==> src/rtl/tug_match_referee.sv <==
// Referee for the tug-of-war game: detects end-of-field presses, keeps a
// saturating score per player, sequences the round restart and ends the
// match when one player reaches MATCH_POINTS.
module tug_match_referee #(
  parameter int FIELD_W      = 9,
  parameter int SCORE_W      = 4,
  parameter int MATCH_POINTS = 7,
  parameter int HOLDOFF      = 2
) (
  input  logic               Clock,
  input  logic               Reset,
  input  logic               L,
  input  logic               R,
  input  logic [FIELD_W-1:0] field,
  input  logic               new_match,
  output logic               point_l,
  output logic               point_r,
  output logic               round_restart,
  output logic [SCORE_W-1:0] score_l,
  output logic [SCORE_W-1:0] score_r,
  output logic               match_over,
  output logic               winner_l,
  output logic               winner_r,
  output logic [6:0]         HEX1,
  output logic [6:0]         HEX0
);

  localparam int CNT_W = (HOLDOFF > 1) ? $clog2(HOLDOFF) : 1;
  localparam logic [CNT_W-1:0]   HOLD_LOAD = (HOLDOFF > 0) ? CNT_W'(HOLDOFF - 1) : '0;
  localparam logic [SCORE_W-1:0] MP        = SCORE_W'(MATCH_POINTS);
  localparam logic [SCORE_W-1:0] SMAX      = '1;

  typedef enum logic [1:0] {PLAY, POINT, HOLD, OVER} state_t;

  state_t             state;
  logic [CNT_W-1:0]   cnt;
  logic               left_hit;
  logic               right_hit;
  logic               unused_field;

  // Score increment that sticks at the counter maximum instead of wrapping.
  function automatic logic [SCORE_W-1:0] sat_inc(input logic [SCORE_W-1:0] v);
    return (v == SMAX) ? v : v + 1'b1;
  endfunction

  // Active-low 7-segment pattern (gfedcba); anything above 9 is blank.
  function automatic logic [6:0] seg7(input logic [SCORE_W-1:0] v);
    logic [31:0] w;
    w = 32'(v);
    case (w)
      32'd0:   return 7'b1000000;
      32'd1:   return 7'b1111001;
      32'd2:   return 7'b0100100;
      32'd3:   return 7'b0110000;
      32'd4:   return 7'b0011001;
      32'd5:   return 7'b0010010;
      32'd6:   return 7'b0000010;
      32'd7:   return 7'b1111000;
      32'd8:   return 7'b0000000;
      32'd9:   return 7'b0010000;
      default: return 7'b1111111;
    endcase
  endfunction

  // Each edge light is judged on its own bit; simultaneous presses never score.
  assign left_hit  = field[FIELD_W-1] & L & ~R;
  assign right_hit = field[0] & R & ~L;
  // Interior lights carry no scoring meaning.
  assign unused_field = ^field;

  assign HEX1 = seg7(score_l);
  assign HEX0 = seg7(score_r);

  // Referee FSM with registered pulses, restart, scores and winner flags.
  always_ff @(posedge Clock) begin
    if (Reset) begin
      state         <= PLAY;
      cnt           <= '0;
      score_l       <= '0;
      score_r       <= '0;
      point_l       <= 1'b0;
      point_r       <= 1'b0;
      round_restart <= 1'b0;
      match_over    <= 1'b0;
      winner_l      <= 1'b0;
      winner_r      <= 1'b0;
    end else begin
      point_l <= 1'b0;
      point_r <= 1'b0;
      case (state)
        PLAY: begin
          if (left_hit) begin
            state         <= POINT;
            score_l       <= sat_inc(score_l);
            point_l       <= 1'b1;
            round_restart <= 1'b1;
          end else if (right_hit) begin
            state         <= POINT;
            score_r       <= sat_inc(score_r);
            point_r       <= 1'b1;
            round_restart <= 1'b1;
          end
        end
        POINT: begin
          if (score_l == MP || score_r == MP) begin
            state      <= OVER;
            match_over <= 1'b1;
            winner_l   <= (score_l == MP);
            winner_r   <= (score_r == MP);
          end else if (HOLDOFF > 0) begin
            state <= HOLD;
            cnt   <= HOLD_LOAD;
          end else begin
            state         <= PLAY;
            round_restart <= 1'b0;
          end
        end
        HOLD: begin
          if (cnt == '0) begin
            state         <= PLAY;
            round_restart <= 1'b0;
          end else begin
            cnt <= cnt - 1'b1;
          end
        end
        OVER: begin
          if (new_match) begin
            score_l    <= '0;
            score_r    <= '0;
            winner_l   <= 1'b0;
            winner_r   <= 1'b0;
            match_over <= 1'b0;
            if (HOLDOFF > 0) begin
              state <= HOLD;
              cnt   <= HOLD_LOAD;
            end else begin
              state         <= PLAY;
              round_restart <= 1'b0;
            end
          end
        end
        default: state <= PLAY;
      endcase
    end
  end

endmodule
==> config.mk <==
export PLATFORM = sky130hd
export DESIGN_NAME = tug_match_referee
export DESIGN_NICKNAME = d
export VERILOG_FILES = /design/src/rtl/tug_match_referee.sv
export SDC_FILE = /design/constraint.sdc
export NUM_CORES = 1
export LEC_CHECK = 0
export CORE_MARGIN = 3
export CORE_UTILIZATION = 43
export CTS_BUF_LIST = sky130_fd_sc_hd__clkbuf_8 sky130_fd_sc_hd__clkbuf_16
export DETAILED_ROUTE_END_ITERATION = 6
export PLACE_DENSITY_LB_ADDON = 0.12
export SLEW_MARGIN = 20
export SYNTH_ARGS = -nofsm -noshare
export SYNTH_HDL_FRONTEND = slang
export SYNTH_SLANG_ARGS = --single-unit
==> constraint.sdc <==
create_clock -name Clock -period 2.3 [get_ports Clock]
set_clock_uncertainty 0.1 [all_clocks]
set_input_delay 0.46 -clock Clock [delete_from_list [all_inputs] [get_ports Clock]]
set_output_delay 0.46 -clock Clock [all_outputs]
set_load 0.05 [all_outputs]
==> metrics.md <==
| Metric | Value |
|---|---|
| Minimum clock period | between 2 and 2.5 ns |
| Syn Inst Count | between 150 and 200 |
| Status | complete, no violations |
| Pwr Density | 514 mW/mm^2 |
| Commonest register cell after synthesis | dfxtp_1 |
| WL per Instance | 13.8 um |
| CTS root buf | clkbuf_8 |
| PortBufs | 34 |
| Core Region | about 0.0034 sq mm |
| Total power | around 1.2 mW |
| Routed Antenna Nets | 0 |
| CP startpoint | field[0] |
| Worst EP arrival | approximately 2.3 ns |
| Total CTS buffers | 5 |
| Crit. End Element | register |
| GRT Util Overall | 0.206 |
| Initial antenna violation count | 0 |
| Sequential Area | slightly above 600 sq um |
| Cell area after placement | between 0.002 and 0.0025 sq mm |
| Post-layout util | 0.682 |
| Max layer used | met4 |
| Area of the multi-input gates | roughly 920 sq um |
| Library cells used by synthesis | 45 |
| Post-route setup TNS | 0 ns |
| RD Place Congestion | 0.871 |
| Worst hold path type | reg -> reg |
| Vias in the first global route | 1500 |
| Placed Cells | roughly 280 |
| Max Root-Sink Buffers | 2 |
| Fill cell total of the finished layout | 280 |
| Vias per cell | between 5 and 6 |
| FMAX | ~460 MHz |
| Peak supply drop | between 0.0004 and 0.0005 V |
| Design area | around 0.0023 sq mm |
| Worst Path Max Fanout | 3 |
| Final setup margin | approximately 0.11 ns |
| Share of layout cells above drive strength 1 | 0.252 |
| Number of flops mapped to enable cells by yosys | 0 |
| Pre-CTS setup slack | -0.401 ns |
| Total leakage power | 1.01 nW |
| Chip height | between 60 and 70 um |
| Period utilisation layout | 0.951 |
| R2r endpoint | HEX1[5]$_DFF_P_ |
| Yosys warning count | 0 |
| Mean post-synth cell area | about 9.2 sq um |
| Slew margin rel. | 0.659 |
| Starting density of the core | 0.459 |
| Final hold slack | between 0.3 and 0.4 ns |
| Initial DRC Count | ~120 |
| Mapped Nets | 197 |
| R2R Setup Slk | 0.13 ns |
| Final hold violation count | 0 |
| Slew @ Worst Pin | a little over 0.5 ns |
| Clock slew at reported path FFs | about 0.060 ns |
| FF-to-FF path depth | 8 |
| CTS tree | yes |
| Die X | 66.4 um |
| Register bit total from synthesis | 31 |
| Worst Path Required | around 2.4 ns |
| Met3 WL post-DR | slightly below 200 um |
| Clock Sink Count | 31 |
| DRT Pass-1 Iters | 4 |
| Setup violators final | 0 |
| H-tree depth | 2 |
| Post-Syn Area | approximately 0.0016 sq mm |
| Top Ports | 42 |
| Via count | 1465 |
| Post-DP HPWL | approximately 2900 um |
| Placement row count | 21 |
| FF-to-FF Start | score_l[0]$_SDFFE_PP0N_ |
| Final net count | ~260 |
| RSZ-0062 raised after global routing | false |
| N_diodes | 0 |
| GR Overflow Total | 0 |
| First-pass GRT wire length | between 6000 and 7000 um |
| CP startpoint kind | input port |
| Largest net degree at the start of global routing | 11 |
| Die area | roughly 0.0044 sq mm |
| Crit Path Category | in -> reg |
| Final routed DRC violation total | 0 |
| Area delta synth->final | 48.7% |
| Finished Layout Cells | roughly 280 |
| Hold-critical path depth | 2 |
| # Max-Cap Violations | 0 |
| Post-synthesis sequential area ratio | 0.396 |
| Max Slew Vio Count | 0 |
| Final wirelength | between 3000 and 4000 um |
| M1 WL | 1690 um |
| Async SR Flop Fraction | 0 |
| Metal2 WL | 1930 um |
| Worst-Skew Late Latency | about 0.28 ns |
| Crit path to | HEX0[1]$_DFF_P_ |
## worst max-delay path, stage by stage
cell             delay (ns)
clkdlybuf4s50_1        0.47
and3b_1                0.24
nand3_1                0.17
a32o_1                 0.34
ha_1                   0.32
nand2b_1               0.15
a21oi_1                0.15
## area by class of cell
class | count | area share
Sequential cell | 31 | 0.267
Clock inverter | 1 | 0.00215
Inverter | 16 | 0.0268
Tap cell | 46 | 0.0247
Clock buffer | 6 | 0.0354
Multi-Input combinational cell | 118 | 0.393
Timing Repair Buffer | 66 | 0.251
## synthesized netlist by cell type, drive strengths merged, types with 2 or more instances
master  count  area, sq um
a21o        2         15.0
a21oi      17         85.1
a31oi       3         25.0
a32o        2         20.0
and3        2         12.5
and3b       4         35.0
buf         4         38.8
clkbuf      2         7.51
dfxtp      31          621
ha         12          150
inv        16         60.1
mux2        2         26.3
mux2i       6         60.1
nand2      12         45.0
nand2b      2         12.5
nand3       8         40.0
nand3b      2         15.0
nor2        9         36.3
nor2b       3         18.8
nor3        2         15.0
o21ai      10         50.1
o31ai       4         30.0
## flip-flops by register name, indices dropped and copies added (netlist names), 2 cells and up
name and count:
HEX1 7, HEX0 7, state 2, score_l 4, score_r 4
## where the power goes
group | switching, mW | internal (mW) | total, mW
Sequential | 0.00935 | 0.555 | 0.565
Combinational | 0.121 | 0.0863 | 0.208
Clock | 0.191 | 0.234 | 0.426
## cells by family after synthesis
family | Yosys count | synth area share
simple gates | 52 | 0.185
buf+inv | 22 | 0.0678
mux | 8 | 0.0551
compound gates | 45 | 0.195
flops | 31 | 0.396
xor+xnor | 1 | 0.00559
fa+ha+maj | 12 | 0.0958
## per-layer routing
layer,up-vias,track usage
li1,739,-
met1,690,0.240
met2,29,0.326
met3,7,0.0731
met4,0,0.112
met5,-,0
## placed cells by master, fill, tap and decap left out, types with 5 or more instances in the layout
cell type / count
ha_1: 8
buf_4: 31
mux2i_1: 6
clkbuf_8: 6
a21oi_1: 17
nand3_1: 8
clkdlybuf4s50_1: 31
nor2_1: 8
dfxtp_1: 29
o21ai_0: 5
inv_1: 15
nand2_1: 11
## how the worst min path moves through the flow
| stage | end | startpoint | slack (ns) |
|---|---|---|---|
| after floorplan | cnt$_SDFFE_PP0P_ | cnt$_SDFFE_PP0P_ | 0.36 |
| after global placement | match_over$_SDFFE_PP0P_ | match_over$_SDFFE_PP0P_ | 0.35 |
| after detailed placement | match_over$_SDFFE_PP0P_ | match_over$_SDFFE_PP0P_ | 0.35 |
| after CTS | match_over$_SDFFE_PP0P_ | match_over$_SDFFE_PP0P_ | 0.36 |
| after global routing | match_over$_SDFFE_PP0P_ | match_over$_SDFFE_PP0P_ | 0.40 |
| final | match_over$_SDFFE_PP0P_ | match_over$_SDFFE_PP0P_ | 0.36 |
## what timing repair did
item | 4_1_cts | 5_1_grt
hold buffers | 0 | 0
resized for setup | 12 | 7
pin swaps | 3 | 3
buffers inserted | 1 | 0
setup endpoints to repair | 6 | 9
Power figures use the tool's default switching activity.
